**config.mk**
```make
export PLATFORM = sky130hd
export DESIGN_NAME = mem_arbiter
export DESIGN_NICKNAME = d
export VERILOG_FILES = /design/src/rtl/brisc_mem_pkg.sv /design/src/rtl/mem_arbiter_rr_arb2.sv /design/src/rtl/mem_arbiter.sv
export SDC_FILE = /design/constraint.sdc
export NUM_CORES = 1
export LEC_CHECK = 0
export BUFFER_PORTS_ARGS = -buffer_cell sky130_fd_sc_hd__clkbuf_2
export CELL_PAD_IN_SITES_DETAIL_PLACEMENT = 0
export CELL_PAD_IN_SITES_GLOBAL_PLACEMENT = 2
export CORE_MARGIN = 5
export CORE_UTILIZATION = 18
export CTS_CLUSTER_DIAMETER = 30
export CTS_CLUSTER_SIZE = 14
export DETAILED_ROUTE_END_ITERATION = 8
export GPL_ROUTABILITY_DRIVEN = 0
export PLACE_DENSITY = 0.8
export SLEW_MARGIN = 10
export SYNTH_ARGS = -nofsm -noshare
export SYNTH_HDL_FRONTEND = slang
export SYNTH_HIERARCHICAL = 1
export SYNTH_SLANG_ARGS = --single-unit
```
**constraint.sdc**
```tcl
create_clock -name clk -period 3.59 [get_ports clk]
set_clock_uncertainty 0.15 [all_clocks]
set_input_delay 0.5385 -clock clk [delete_from_list [all_inputs] [get_ports clk]]
set_output_delay 0.5385 -clock clk [all_outputs]
set_load 0.02 [all_outputs]
```
**src/rtl/brisc_mem_pkg.sv**
```systemverilog
// Shared types for the brisc memory arbiter: in-flight read tag and default RAM depth.
package brisc_mem_pkg;

    localparam int unsigned DEFAULT_DEPTH = 4096;

    typedef enum logic [1:0] {
        TAG_NONE  = 2'd0,
        TAG_FETCH = 2'd1,
        TAG_DATA  = 2'd2
    } rd_tag_e;

endpackage

```
**src/rtl/mem_arbiter_rr_arb2.sv**
```systemverilog
// Two-way round-robin arbiter: bit 0 = fetch, bit 1 = data; data favoured after reset.
module rr_arb2 (
    input  logic       clk,
    input  logic       rst,
    input  logic [1:0] req,
    input  logic       update,
    output logic [1:0] gnt
);

    // prio_data_q = 1 means the data port wins the next conflict
    logic prio_data_q;

    always_comb begin
        gnt = '0;
        unique case (req)
            2'b01:   gnt = 2'b01;
            2'b10:   gnt = 2'b10;
            2'b11:   gnt = prio_data_q ? 2'b10 : 2'b01;
            default: gnt = '0;
        endcase
    end

    always_ff @(posedge clk) begin
        if (rst) begin
            prio_data_q <= 1'b1;
        end else if (update && (gnt != '0)) begin
            prio_data_q <= gnt[0];
        end
    end

endmodule

```
**src/rtl/mem_arbiter.sv**
```systemverilog
// Fetch/data port arbiter in front of a single-port synchronous RAM, with grant
// and conflict performance counters.
module mem_arbiter
    import brisc_mem_pkg::*;
#(
    parameter int unsigned DEPTH = DEFAULT_DEPTH,
    parameter int unsigned CNT_W = 16
) (
    input  logic                     clk,
    input  logic                     rst,
    input  logic                     f_req,
    input  logic [31:0]              f_addr,
    output logic                     f_gnt,
    output logic                     f_rvalid,
    output logic [31:0]              f_rdata,
    input  logic                     d_req,
    input  logic                     d_we,
    input  logic [31:0]              d_addr,
    input  logic [31:0]              d_wdata,
    output logic                     d_gnt,
    output logic                     d_rvalid,
    output logic [31:0]              d_rdata,
    output logic                     d_err,
    output logic                     mem_en,
    output logic                     mem_we,
    output logic [$clog2(DEPTH)-1:0] mem_addr,
    output logic [31:0]              mem_wdata,
    input  logic [31:0]              mem_rdata,
    output logic [CNT_W-1:0]         cnt_f,
    output logic [CNT_W-1:0]         cnt_d,
    output logic [CNT_W-1:0]         cnt_conflict
);

    localparam int unsigned AW = $clog2(DEPTH);
    localparam logic [CNT_W-1:0] CNT_ONE = {{(CNT_W-1){1'b0}}, 1'b1};

    logic [1:0]       req;
    logic [1:0]       gnt;
    logic             conflict;
    logic             d_misalign;
    rd_tag_e          tag_q, tag_next;
    logic             err_q, err_next;
    logic [CNT_W-1:0] cnt_f_q, cnt_d_q, cnt_c_q;
    logic             unused_addr_bits;

    assign unused_addr_bits = ^{f_addr[31:AW+2], f_addr[1:0], d_addr[31:AW+2]};

    // Requests are masked during reset so nothing is granted and no state advances
    assign req        = {d_req & ~rst, f_req & ~rst};
    assign conflict   = req[0] & req[1];
    assign d_misalign = (d_addr[1:0] != 2'b00);

    rr_arb2 u_rr (
        .clk    (clk),
        .rst    (rst),
        .req    (req),
        .update (|gnt),
        .gnt    (gnt)
    );

    assign f_gnt = gnt[0];
    assign d_gnt = gnt[1];

    always_comb begin
        mem_en    = 1'b0;
        mem_we    = 1'b0;
        mem_addr  = '0;
        mem_wdata = '0;
        tag_next  = TAG_NONE;
        err_next  = 1'b0;
        if (gnt[0]) begin
            mem_en   = 1'b1;
            mem_addr = f_addr[AW+1:2];
            tag_next = TAG_FETCH;
        end else if (gnt[1]) begin
            if (d_misalign) begin
                err_next = 1'b1;
            end else begin
                mem_en    = 1'b1;
                mem_we    = d_we;
                mem_addr  = d_addr[AW+1:2];
                mem_wdata = d_wdata;
                if (!d_we) begin
                    tag_next = TAG_DATA;
                end
            end
        end
    end

    always_ff @(posedge clk) begin
        if (rst) begin
            tag_q <= TAG_NONE;
            err_q <= 1'b0;
        end else begin
            tag_q <= tag_next;
            err_q <= err_next;
        end
    end

    always_ff @(posedge clk) begin
        if (rst) begin
            cnt_f_q <= '0;
            cnt_d_q <= '0;
            cnt_c_q <= '0;
        end else begin
            if (gnt[0]) begin
                cnt_f_q <= cnt_f_q + CNT_ONE;
            end
            if (gnt[1]) begin
                cnt_d_q <= cnt_d_q + CNT_ONE;
            end
            if (conflict && (cnt_c_q != '1)) begin
                cnt_c_q <= cnt_c_q + CNT_ONE;
            end
        end
    end

    // Outputs are gated by rst so a read in flight at reset never reports
    assign f_rvalid     = (tag_q == TAG_FETCH) & ~rst;
    assign d_rvalid     = (tag_q == TAG_DATA) & ~rst;
    assign d_err        = err_q & ~rst;
    assign f_rdata      = f_rvalid ? mem_rdata : '0;
    assign d_rdata      = d_rvalid ? mem_rdata : '0;
    assign cnt_f        = rst ? '0 : cnt_f_q;
    assign cnt_d        = rst ? '0 : cnt_d_q;
    assign cnt_conflict = rst ? '0 : cnt_c_q;

endmodule

```
# ---- Word-level counts from Yosys, hierarchy flattened
# Index checks and enable logic that the tools add are counted.
dict set report totals {
  latch_bits 0
  register_bits 52
  mem_bits_ro 0
  memories 0
  wordCells 55
  ramBits 0
  out_inout_bits 163
  input_bits 133
}
dict set report classes {
  n_reduce_logical 7
  n_mux 24
  shift 0
  add_sub_neg 3
  magnitude_cmp 0
  multipliers 0
  div 0
  bitwise_logic 8
  eq_ne 6
}
# operator count
set op_table {}
lappend op_table {{$mux 32} 5}
lappend op_table {{$add 16x1->16 const B} 3}
lappend op_table {{$mux 16} 3}
lappend op_table {{$mux 12} 3}
lappend op_table {{$ne 16x16->1 const B} 1}
lappend op_table {{$mux 1} 10}
lappend op_table {{$and 1x1->1} 6}
lappend op_table {{$eq 2x2->1 const B} 3}
lappend op_table {{$pmux 2 s3} 1}
lappend op_table {{$eq 2x1->1 const B} 2}
lappend op_table {{$mux 2} 2}
lappend op_table {{$reduce_bool 2->1} 2}
lappend op_table {{$reduce_or 4->1} 1}
lappend op_table {{$reduce_or 3->1} 1}
lappend op_table {{$logic_and 1x1->1} 2}
lappend op_table {{$not 1->1} 2}
lappend op_table {{$reduce_or 2->1} 1}

# ---- Longest topological paths before layout
# Gate-level depths: netlist of run 1.
dict set report logic_depth {
  word_depth 6
  depth_mapped 10
  mapped_depth_nobuf 6
}

# ---- By module
# The synthesis of run 1 kept the hierarchy.
# module seq_area_each_um2 area_per_inst_um2 n_inst cells_per_inst
set modules_own_cells {}
lappend modules_own_cells {mem_arbiter 1021.0 3373.2 1 435}
lappend modules_own_cells {rr_arb2 20.0 61.3 1 7}

# ---- Worst setup path after synthesis of run 1
# OpenSTA, ideal clock, no wires.
dict set report synth_path {
  kind {input port to output port}
  from {in rst}
  to {out mem_addr[10]}
  t_required_ns 2.901
  stages 9
  path_slack_ns -0.286
  t_arrival_ns 3.188
  n_path_buf 4
  cell_sequence {clkbuf_1 > clkbuf_1 > nor2b_1 > a21boi_0 > buf_2 > nand2b_1 > nor3_1 > clkbuf_1 > a22o_1}
}
dict set report synth_via {
  elab_chain_cells 6
  word_cells_on_any_way 9
  cone_classes {3 x eq/ne; 3 x mux; 3 x bitwise}
}
# item line
set synth_rtl {}
lappend synth_rtl {{from (decl)} mem_arbiter.sv:10} ;# input logic rst,
lappend synth_rtl {{$not 1->1 *} mem_arbiter.sv:49} ;# assign req = {d_req & ~rst, f_req & ~rst};
lappend synth_rtl {{$and 1x1->1 *} mem_arbiter.sv:49}
lappend synth_rtl {{via req[0]} mem_arbiter.sv:37} ;# logic [1:0] req;
lappend synth_rtl {{$eq 2x2->1 / $eq 2x1->1 (equally long branches)} mem_arbiter_rr_arb2.sv:15} ;# unique case (req)
lappend synth_rtl {{$pmux 2 s3 *} mem_arbiter_rr_arb2.sv:15}
lappend synth_rtl {{via d_gnt} mem_arbiter.sv:20} ;# output logic d_gnt,
lappend synth_rtl {{$mux 12 *} mem_arbiter.sv:75} ;# end else if (gnt[1]) begin
lappend synth_rtl {{$mux 12 *} mem_arbiter.sv:71} ;# if (gnt[0]) begin
lappend synth_rtl {{to (decl)} mem_arbiter.sv:26} ;# output logic [$clog2(DEPTH)-1:0] mem_addr,
# Mark *: on every way through the listed nets, which the timed path passes. The rest lies on a longest branch.

# ---- Worst setup path after layout of run 1
dict set report layout_path {
  from {in d_req}
  to {out mem_wdata[19]}
}
dict set report layout_via {
  elab_chain_cells 5
  word_cells_on_any_way 7
  cone_classes {3 x eq/ne; 3 x mux; 1 x bitwise}
}
# item line
set layout_rtl {}
lappend layout_rtl {{from (decl)} mem_arbiter.sv:16} ;# input logic d_req,
lappend layout_rtl {{$and 1x1->1 *} mem_arbiter.sv:49}
lappend layout_rtl {{via req[1]} mem_arbiter.sv:37}
lappend layout_rtl {{$eq 2x2->1 / $eq 2x1->1 (equally long branches)} mem_arbiter_rr_arb2.sv:15}
lappend layout_rtl {{$pmux 2 s3 *} mem_arbiter_rr_arb2.sv:15}
lappend layout_rtl {{$mux 32} mem_arbiter.sv:75}
lappend layout_rtl {{$mux 32 *} mem_arbiter.sv:71}
lappend layout_rtl {{to (decl)} mem_arbiter.sv:27} ;# output logic [31:0] mem_wdata,
# Marked as above.

==> results of run 1 <==
==> per-stage QoR <==
| step | hold WS, ns | worst slack [ns] | cells | instance area, µm² | total power [mW] |
|---|---|---|---|---|---|
| after floorplan | 0.316 | 0.115 | 442 | 3440 | 0.692 |
| after CTS | 0.245 | 0.695 | 923 | 5180 | 1.39 |
| after detailed placement | 0.346 | 0.708 | 915 | 5000 | 0.790 |
| final | 0.261 | 0.729 | 923 | 5180 | 1.35 |
| after global routing | 0.250 | 0.507 | 923 | 5180 | 1.43 |
| after global placement | 0.341 | 0.706 | 915 | 5000 | 0.789 |
==> power breakdown <==
group / switching (mW) / total, mW / internal, mW
combinational: 0.104 / 0.185 / 0.0811
sequential: 0.00532 / 0.587 / 0.582
clock: 0.232 / 0.582 / 0.350
total: 0.341 / 1.35 / 1.01
==> layout make-up <==
| cell class | instances | area [µm²] |
|---|---|---|
| Clock buffer | 6 | 139 |
| Clock inverter | 2 | 38.8 |
| Fill cell | 2084 | 13600 |
| Inverter | 8 | 30.0 |
| Multi-Input combinational cell | 356 | 2290 |
| Sequential cell | 52 | 1040 |
| Tap cell | 234 | 293 |
| Timing Repair Buffer | 265 | 1350 |
==> cells in the final DEF, fill, tap and decap left out, drive strengths merged, types with 2 or more instances in the layout <==
| cell type | synthesis | layout |
|---|---|---|
| nor4b | 2 | 2 |
| or4b | 2 | 2 |
| a21boi | 2 | 2 |
| nor2b | 47 | 47 |
| nand2 | 19 | 19 |
| and3 | 8 | 8 |
| inv | 8 | 8 |
| o41ai | 3 | 3 |
| buf | 5 | 9 |
| and4 | 4 | 4 |
| a22o | 12 | 12 |
| and2 | 97 | 97 |
| xor2 | 11 | 11 |
| nand4 | 10 | 10 |
| nand3 | 12 | 12 |
| mux2 | 12 | 12 |
| o21ai | 8 | 8 |
| dfxtp | 52 | 52 |
| clkbuf | 21 | 262 |
| ha | 3 | 3 |
| mux2i | 3 | 3 |
| a21oi | 6 | 6 |
| nor3 | 11 | 11 |
| nor3b | 5 | 5 |
| or3 | 4 | 4 |
| or4 | 4 | 4 |
| nor4 | 7 | 7 |
| nor2 | 46 | 46 |
| xnor2 | 11 | 11 |
==> cell families after synthesis <==
kind of cell               after synthesis  synth area share [%]
and+or+nand+nor                        280                  47.0
AOI/OAI and AO/OA                       36                  7.47
xor gates and xnor gates                22                  5.61
muxes                                   15                  4.81
buffers and inverters                   34                  3.75
adders and majority gates                3                  1.09
DFF                                     52                  30.3
==> worst paths after layout <==
path / endpoint / slack [ns] / depth (start not counted)
hold reg to reg: cnt_f_q[7] / 0.36 / 2
setup / recovery: mem_wdata[19] / 0.73 / 8
hold / removal: tag_q[1] / 0.26 / 2
setup reg to reg: cnt_d_q[15] / 1.35 / 7
==> sequential cells by signal, summed over array words and instances, names as in the netlist <==
name and count:
cnt_c_q 16, cnt_d_q 16, cnt_f_q 16, err_q 1, tag_q 2, u_rr/prio_data_q 1
==> metal layers <==
metal / up-vias / wire length [µm]
li1: 1978 / -
met1: 1612 / 5890
met3: 14 / 813
met5: - / 0
met4: 0 / 207
met2: 103 / 6290
==> results.txt, run 1 <==
- Global-route usage over all layers: 11.3%
- Share of Yosys cell area claimed by the top area cell type: 30.3%
- Startpoint of the most critical setup path: d_req
* Startpoint of the most critical register-to-register path: u_rr/prio_data_q
- In the routed layout, each cell is associated on average with a via count of 4.02.
- The cell sitting at the root of the clock tree is a sky130_fd_sc_hd__clkbuf_16.
* Total of max-cap violations: 0
* Data arrival time of the critical path: 2.17 ns
* Count of endpoints failing hold in the final timing report: 0
- Y dimension of the die: 148 µm
* Synth-to-Final Area Change: 50.8%
- The worst pin sits at a relative slew slack of 37.9%.
- For this configuration, the core starts out at a cell density of 18.3%.
- # resized after CTS: 0
- Entering global routing, the biggest net connects 74 pins.
- The flow ran to the end, and the final reports show no timing, DRC or antenna violations.
- In the synthesized netlist the dominant register cell turns out to be sky130_fd_sc_hd__dfxtp_1.
* Minimum clock period: 2.86 ns
* Met2 layer usage reported by global route: 18.2%
* Post-synth net total: 578
* Post-synthesis cell count: ~440
* RSZ-0062 raised after global routing: false
- Required time reported for the critical path endpoint: 2.90 ns
- The min-delay analysis places its worst path in the category in -> reg.
- At the end of the flow the core is filled with cells to approximately 28%.
* Commonest cells post-synth: 97 x sky130_fd_sc_hd__and2_1, 52 x sky130_fd_sc_hd__dfxtp_1, 47 x sky130_fd_sc_hd__nor2b_1, 46 x sky130_fd_sc_hd__nor2_1, 21 x sky130_fd_sc_hd__clkbuf_1
- The first global-routing pass estimated 19900 µm of wire.
- During synthesis, Yosys emitted a total of 6 warnings.
- Post-CTS timing repair inserted 0 buffers for setup.
- Worst Setup End Kind: primary output
- Measured slew at the worst slew-check pin: 0.923 ns
- Buffers placed on the I/O ports in this run total between 200 and 300.
- The count of nets left with antenna violations once routing finished came out at 0.
- On the critical path the largest part of the delay comes from simple AND/OR/NAND/NOR gates.
- Setup tns final: 0 ns
- In the synthesized netlist the async set-or-reset flop fraction comes to 0%.
* Synth cell types: 39
- In the routed design, unresolved DRC markers number 0.
- Power spread over the standard cell area amounts to 261 mW/mm².
- Register bit total from synthesis: 52
- Vias in the first global route: 3525
* Main area contributors after synthesis: sky130_fd_sc_hd__dfxtp_1 30%, sky130_fd_sc_hd__and2_1 18%, sky130_fd_sc_hd__nor2b_1 8.6%
- Clock Latency Late Sink: 0.30 ns
* Number of max-slew violations in the final report: 0
- For this run, the slowest stage of the critical path takes 0.36 ns.
- Total of endpoints with negative setup slack in the final report: 0
* Setup CP Type: in -> out
- CTS H-tree depth: 2
- The critical path goes through clkbuf_2, nor2b_1, a21boi_1, nand2b_1, nor3_4, buf_4, and2_1, clkbuf_2.
* Met3 Track Usage GR: 3.11%
- In this run, post-CTS hold repair placed 0 buffers.
- In the final layout, the share of cells above drive strength 1 is 42.7%.
* Count of buffering cells on the critical path with inverters included: 3
* Diode insertion count for antenna repair: 0
* Fmax: 349 MHz
* Detailed-route wire length per cell: between 10 and 15 µm
- The number of antenna violations at the first check in global routing came to 0.
- Of all cell types, the one taking the most synthesized area is sky130_fd_sc_hd__dfxtp_1.
- Sequential-to-total area share from yosys stat: 30.3%
- The worst hold path begins at d_we.
* Row count: 50
- In this design, the critical path's most frequently occurring cell is sky130_fd_sc_hd__clkbuf_2.
* Critical path's slowest cell: sky130_fd_sc_hd__buf_4
- The tree built by TritonCTS fans out to 52 sinks.
- After floorplanning, the core was sized to cover 0.0188 mm².
* Number of DRC violations after detailed-routing iteration 0: 158
- Pin placement for this block handled between 200 and 300 I/O pins.
* Syn Std Cell Area: 0.00343 mm²
* Most numerous cell in the Yosys netlist: sky130_fd_sc_hd__and2_1
* CTS tree: yes
* Nets: 824
- Worst ir drop on vdd: 152 µV
- Synthesized area per cell: 7.77 µm²
* CTS clk-pin slew, worst paths: approximately 0.070 ns
- The layer flagged by global routing as most heavily used is met2.
* Highest fanout seen on the critical path: 44
* GR Layer Usage met1: 14.8%
- Worst setup SP type: input pin
* Cell leakage power: between 2 and 3 nW
* Die Area: about 0.022 mm²
* Placed wire-length estimate: 10700 µm
- Global route total overflow: 0
- TritonCTS created 5 clock buffers.
- The final critical path takes up 79.7% of the cycle.
- Counting flops with a built-in enable in the synthesized netlist gives 0.
* Vias post-DR: roughly 3700
- The routed design has 13200 µm of wire.
- Counting along the longest clock path gives a buffer depth of 2.
- Drt pass-1 iters: 4
* Die W: 148 µm
Power figures use the tool's default switching activity.
==> run 2: changes to the inputs <==
--- a/config.mk
+++ b/config.mk
@@ -9,12 +9,12 @@
 export CELL_PAD_IN_SITES_DETAIL_PLACEMENT = 0
 export CELL_PAD_IN_SITES_GLOBAL_PLACEMENT = 2
 export CORE_MARGIN = 5
-export CORE_UTILIZATION = 18
+export CORE_UTILIZATION = 17
 export CTS_CLUSTER_DIAMETER = 30
 export CTS_CLUSTER_SIZE = 14
 export DETAILED_ROUTE_END_ITERATION = 8
 export GPL_ROUTABILITY_DRIVEN = 0
-export PLACE_DENSITY = 0.8
+export PLACE_DENSITY = 0.79
 export SLEW_MARGIN = 10
 export SYNTH_ARGS = -nofsm -noshare
 export SYNTH_HDL_FRONTEND = slang
==> constraint.sdc (replaced) <==
create_clock -name clk -period 2.6 [get_ports clk]
set_clock_uncertainty 0.15 [all_clocks]
set_input_delay 0.39 -clock clk [delete_from_list [all_inputs] [get_ports clk]]
set_output_delay 0.39 -clock clk [all_outputs]
set_load 0.02 [all_outputs]
==> results.txt, run 2 (synthesis gave the netlist of run 1 again) <==
- Of the total power, combinational logic draws between 10% and 20%.
- Global route total overflow: 0
* Clock buffer count from CTS: 5
- After detailed routing, the number of remaining DRC violations is 0.
* Number of I/O pins: 296
* Total of max-cap violations: 0
* Maximum buffer depth of the clock tree: 2
- Total of endpoints with negative setup slack in the final report: 0
- Detail-routed via count per cell: around 4.0
- Number of antenna violations at the first check in global routing: 0
* Endpoint of the worst register-to-register path: cnt_d_q[15]
* Detailed-route wire length per cell: 13.9 µm
- Worst Setup End Kind: primary output
- Count of hold-fix buffers inserted at cts: 0
* Y dimension of the die: 152 µm
- STA classifies the critical path startpoint as a flip-flop.
- Number of cells on the worst hold path: 2
- After detailed routing, the total wire length is about 13000 µm.
- In the final design database the tool counted 831 nets.
- Cells traversed along the worst timing path: inv_1, a21boi_4, nand2b_4, nor3_4, buf_12, and2_4, clkbuf_2
* Remaining antenna violation count: 0
* Row count: 52
- The run finished with clean final reports.
* FF-to-FF path depth: 7
* Switching Power: 0.485 mW
* Highest fanout seen on the critical path: 32
* Drt pass-1 iters: 5
- For this design the ratio of total power to cell area is 327 mW/mm².
- Vias post-DR: between 3000 and 4000
- Die Area: 0.0231 mm²
- For hold timing, the worst endpoint is tag_q[1].
* Required time reported for the critical path endpoint: 2.06 ns
- Post-route fraction of the period consumed by the critical path: 93.0%
- Across the VDD grid, the largest voltage drop is 217 µV.
- Clock Latency Late Sink: 0.30 ns
* Number of fill cells in the layout: 2221
* Int Power: 1.30 mW
- Part of the power in registers: 45.5%
- After floorplanning, the core was sized to cover 0.0200 mm².
- CTS clk-pin slew, worst paths: around 0.080 ns
- Setup tns final: 0 ns
* Minimum clock period: 2.42 ns
- Global routing used 11.1% of the available tracks.
* First-pass GRT wire length: 21100 µm
- Largest stage delay on the critical path: 0.41 ns
* Measured slew at the worst slew-check pin: ~0.62 ns
- Counting every sink on the clock net gives 52.
* Placed wire-length estimate: 11000 µm
- Diode insertion count for antenna repair: 0
* Startpoint of the most critical register-to-register path: u_rr/prio_data_q
- Critical path's slowest cell: sky130_fd_sc_hd__dfxtp_1
- Setup repair after global routing left no endpoint under its margin.
- The post-route netlist has 49.4% of its cells at a drive strength greater than 1.
* Leading cell types in the layout, fill and taps excluded: 256 x sky130_fd_sc_hd__clkbuf_2, 64 x sky130_fd_sc_hd__and2_1, 52 x sky130_fd_sc_hd__dfxtp_1
- TritonCTS built the clock tree.
* Initial standard-cell utilization of the core: 17.1%
* Switching portion of total power: 27.2%
- Count of endpoints failing hold in the final timing report: 0
* Largest registers: cnt_c_q x16, cnt_d_q x16, cnt_f_q x16
- The tree is rooted in a sky130_fd_sc_hd__clkbuf_16.
- IO Port Bufs: 257
- Entering global routing, the biggest net connects 80 pins.
- Across all register-to-register paths, the minimum setup slack is 0.42 ns.
- Number of max-slew violations in the final report: 0
- The first routing iteration left 147 violations.
* Fmax: 413 MHz
- The analysis attributes to cell leakage a power of approximately 2.7 nW.
* Synth-to-Final Area Change: 58.5%
- The worst hold path begins at d_we.
* Worst hold path type: in -> reg
- STA puts the critical path data arrival time at ~1.9 ns.
- Measured against its own limit, the worst slew margin works out to ~58%.
* Core Util, Final: a little over a quarter
- Leaving out fill and tap cells, the most frequent cell in the layout is sky130_fd_sc_hd__clkbuf_2.
- Clock power frac: 38.3%
- The critical path is of the reg -> out type.
- CTS H-tree depth: 2
- Die W: 152 µm
* Vias in the first global route: 3684
==> run 2: cell count changes in the layout (fill, tap and decap cells not counted), sizes merged <==
cell    delta
buf        +7
bufinv     -1
inv        +1
==> run 2: stage by stage <==
stage | area [µm²] | worst slack (ns) | cells | power [mW] | hold slack [ns]
2_1_floorplan | 3680 | -0.0279 | 442 | 0.984 | 0.316
3_3_place_gp | 5300 | 0.0315 | 958 | 1.12 | 0.337
3_5_place_dp | 5300 | 0.0488 | 958 | 1.12 | 0.342
4_1_cts | 5440 | 0.0504 | 966 | 1.83 | 0.105
5_1_grt | 5450 | 0.0249 | 966 | 1.88 | 0.109
6_report | 5450 | 0.181 | 966 | 1.78 | 0.118
==> run 2: how the worst max path moves through the flow <==
stage | start | end | slack (ns) | depth (start not counted)
floorplan | rst | mem_wdata[0] | -0.03 | 9
global placement | d_req | cnt_d_q[15] | 0.03 | 8
CTS | u_rr/prio_data_q | mem_we | 0.05 | 7
finish | u_rr/prio_data_q | mem_we | 0.18 | 7
global route | u_rr/prio_data_q | mem_we | 0.02 | 7
detailed placement | f_req | mem_addr[7] | 0.05 | 8
==> run 2: layout make-up <==
class | instances | area [µm²] | area share, %
flip-flops and latches | 52 | 1040 | 19.1
well taps | 270 | 338 | 6.20
clock inverters | 2 | 13.8 | 0.253
inverters | 8 | 30.0 | 0.551
clock buffers | 6 | 129 | 2.37
multi-input cells | 356 | 2450 | 45.1
repair buffers | 272 | 1440 | 26.4
==> run 2: power by group through the flow <==
stage | Combinational (mW) | Sequential, mW | Clock [mW]
finish | 0.288 | 0.811 | 0.682
detailed placement | 0.292 | 0.830 | 0
CTS | 0.293 | 0.811 | 0.726
global placement | 0.290 | 0.830 | 0
global route | 0.316 | 0.813 | 0.753
floorplan | 0.156 | 0.828 | 0
==> run 2: repair_timing <==
action,4_1_cts,5_1_grt
buffers inserted,0,0
gates resized for setup,0,1
setup endpoints to repair,0,37
==> run 2: metal layers <==
metal  part of all wire (%)  up-vias  track usage, %
li1                       -     1990               -
met5                      0        -               0
met2                     48      124            19.0
met4                    1.9        0            3.08
met3                    6.9       18            3.78
met1                     43     1701            13.4
==> run 2: worst max-delay path: cells and delay by family (launching register included) <==
kind / cells / cell delay (ns)
AO/OA/AOI/OAI: 1 / 0.21
buffers and inverters: 3 / 0.50
flip-flops: 1 / 0.41
AND/OR/NAND/NOR: 3 / 0.46
==> run 3: changes to the inputs <==
--- a/config.mk
+++ b/config.mk
@@ -10,6 +10,7 @@
 export CELL_PAD_IN_SITES_GLOBAL_PLACEMENT = 2
 export CORE_MARGIN = 5
 export CORE_UTILIZATION = 17
+export CTS_BUF_LIST = sky130_fd_sc_hd__clkbuf_8
 export CTS_CLUSTER_DIAMETER = 30
 export CTS_CLUSTER_SIZE = 14
 export DETAILED_ROUTE_END_ITERATION = 8
==> results.txt, run 3 (synthesis gave the netlist of run 1 again) <==
- Number of I/O pins: 296
- Worst slew slack as a fraction of its limit: a little under 60%
* Detail-routed via count per cell: 3.96
- Share of post-route cells with drive strength above 1: 49.6%
* Detailed-route wire length per cell: 13.9 µm
- The number of failing hold endpoints at the final stage was 0.
* Sinks on Clock Net: 52
* RSZ-0062 raised after global routing: false
- The longest clock path from root to sink contains 2 buffers.
* Cell leakage power: 2.68 nW
- From left edge to right edge, the die measures 152 µm.
- Worst Setup End Kind: primary output
- Per report_power, the clock group accounts for between 30% and 40% of the total.
* Number of max-slew violations in the final report: 0
- The endpoint identified for the worst register-to-register timing path is cnt_c_q[15].
- After routing the design area is 0.00539 mm².
* Remaining antenna violation count: 0
* Number of fill cells in the layout: between 2000 and 2500
* Total power consumption of the routed design: 1.59 mW
- The smallest clock period supported by the final layout is computed as ~2.4 ns.
- Most numerous cell on the critical path: sky130_fd_sc_hd__clkbuf_2
- At the pin with the least slew margin, the transition time is 0.623 ns.
* Vias in the first global route: 3679
* Fmax: 415 MHz
- Counting both buffers and inverters, the worst setup path holds a total of 3.
- Highest fanout seen on the critical path: 32
- Diode insertion count for antenna repair: 0
* Data arrival time of the critical path: 1.87 ns
- Clock buffer count from CTS: 5
* Worst ir drop on vdd: 170 µV
- Switching portion of total power: 29.3%
* Part of the power in registers: ~51%
- Dividing total power by cell area gives a power density of 295 mW/mm².
- Drt pass-1 iters: 5
- Post-route fraction of the period consumed by the critical path: 92.6%
- In this run the vertical extent of the chip is 152 µm.
* Largest stage delay on the critical path: between 0.2 and 0.3 ns
- The worst setup path is launched from an input pin.
- The tool flagged a number of max-cap violations equal to 0.
- The total area inside the core boundary comes to about 0.020 mm².
- Cells fill 26.9% of the core in the end.
* Global route total overflow: 0
- Clock Latency Late Sink: 0.33 ns
* Leading cell types in the layout, fill and taps excluded: 256 x sky130_fd_sc_hd__clkbuf_2, 64 x sky130_fd_sc_hd__and2_1, 51 x sky130_fd_sc_hd__dfxtp_1
- Critical path's slowest cell: sky130_fd_sc_hd__a21boi_4
- For hold timing, the worst endpoint is tag_q[1].
- After the last flow step, the layout net total stands at 831.
- Post-placement setup slack: between 0.04 and 0.05 ns
* Int Power: 1.13 mW
- FF-to-FF path depth: 4
* Combinational power share: 18.1%
* Placed wire-length estimate: roughly 11000 µm
- After clock tree synthesis, the setup repair step added 0 buffers.
* Largest registers: cnt_c_q x16, cnt_d_q x16, cnt_f_q x16
- R2r setup slk: 0.45 ns
- In this run the most critical hold path is launched from d_we.
- Cells traversed along the worst timing path: clkbuf_2, nor2b_4, a21boi_4, nand2b_4, nor3_4, buf_12, and2_4, clkbuf_2
- Maximum number of pins on one net before global-route repair: 80
* CTS H-tree depth: 2
* Die Area: 0.0231 mm²
* Initial standard-cell utilization of the core: 17.1%
- Summed over all nets, the switching power comes to 0.466 mW.
* Final instance count without filler cells: 966
* Most common library cell in the layout ignoring fill and taps: sky130_fd_sc_hd__clkbuf_2
* Inst Count DP: 958
- TritonCTS built the clock tree.
- Once placement finished, the instance area stood at 0.00530 mm².
- After clock tree synthesis, the clock-pin slew on the worst setup and hold paths is roughly 0.09 ns.
- Final Hold Slack: 0.0935 ns
* Worst hold path type: in -> reg
- The flow ran to the end, and the final reports show no timing, DRC or antenna violations.
- Broken down by cell family, the worst path's largest delay share belongs to simple AND/OR/NAND/NOR gates.
* Total of endpoints with negative setup slack in the final report: 0
- IO Port Bufs: approximately 260
- The routed layout has 3827 vias.
- Setup slack closes at 0.193 ns.
- Number of antenna violations at the first check in global routing: 0
- Setup CP Type: in -> out
* Required time reported for the critical path endpoint: 2.06 ns
- DRC Markers: 0
* Total length of routed wires: roughly 13000 µm
- Root cell of the clock tree: sky130_fd_sc_hd__clkbuf_8
- Startpoint of the most critical register-to-register path: cnt_c_q[7]
- Global routing used 11.2% of the available tracks across all layers.
- Row generation in the floorplan step produced 52 rows.
- Adding up every negative setup slack in the final design gives 0 ns.
* Number of DRC violations after detailed-routing iteration 0: 167
* Number of cells on the worst hold path: 2
* Synth-to-Final Area Change: 56.9%
- After clock tree synthesis, the flow added hold-fix buffers numbering 0.
- The first global-routing pass estimated roughly 21000 µm of wire.
==> run 3: cell count changes in the layout (fill, tap and decap cells not counted), sizes merged <==
| cell | change |
|---|---|
| inv | +1 |
| clkbuf | -1 |
==> run 3: worst max-delay path by stage <==
stage	start	endpoint	slack, ns	cells past startpoint
6_report	d_req	mem_we	0.19	8
5_1_grt	u_rr/prio_data_q	mem_we	0.04	7
4_1_cts	f_req	mem_addr[7]	0.06	8
3_5_place_dp	f_req	mem_addr[7]	0.05	8
3_3_place_gp	d_req	cnt_d_q[15]	0.03	8
2_1_floorplan	rst	mem_wdata[0]	-0.03	9
==> run 3: worst register-to-register path, stage by stage (launching register included) <==
cell and delay, ns:
sky130_fd_sc_hd__dfxtp_1 0.44, sky130_fd_sc_hd__nand4_4 0.16, sky130_fd_sc_hd__or4b_2 0.73, sky130_fd_sc_hd__nor3_1 0.23
sky130_fd_sc_hd__mux2_2 0.35
==> run 3: routing by layer <==
metal	vias to the layer above	wire length (µm)	GRT usage, %
met3	18	928	3.78
met5	-	0	0
met1	1696	5800	13.4
met2	124	6450	19.0
li1	1989	-	-
met4	0	257	3.21
==> run 3: what timing repair did <==
action,CTS,global route
pin swaps,1,0
gates resized for setup,0,2
setup endpoints to repair,1,24
==> run 3: area by class of cell <==
| type | count | area [µm²] | area share [%] |
|---|---|---|---|
| repair buffers | 272 | 1440 | 26.7 |
| well taps | 270 | 338 | 6.27 |
| multi-input cells | 356 | 2450 | 45.5 |
| flip-flops and latches | 52 | 1040 | 19.3 |
| clock inverters | 3 | 17.5 | 0.325 |
| inverters | 8 | 30.0 | 0.557 |
| clock buffers | 5 | 68.8 | 1.28 |
==> run 3: power by group through the flow <==
stage | sequential, mW | clock, mW | combinational, mW
final | 0.811 | 0.491 | 0.288
after detailed placement | 0.830 | 0 | 0.292
after floorplan | 0.828 | 0 | 0.156
after global placement | 0.830 | 0 | 0.290
after CTS | 0.812 | 0.534 | 0.293
after global routing | 0.814 | 0.560 | 0.316
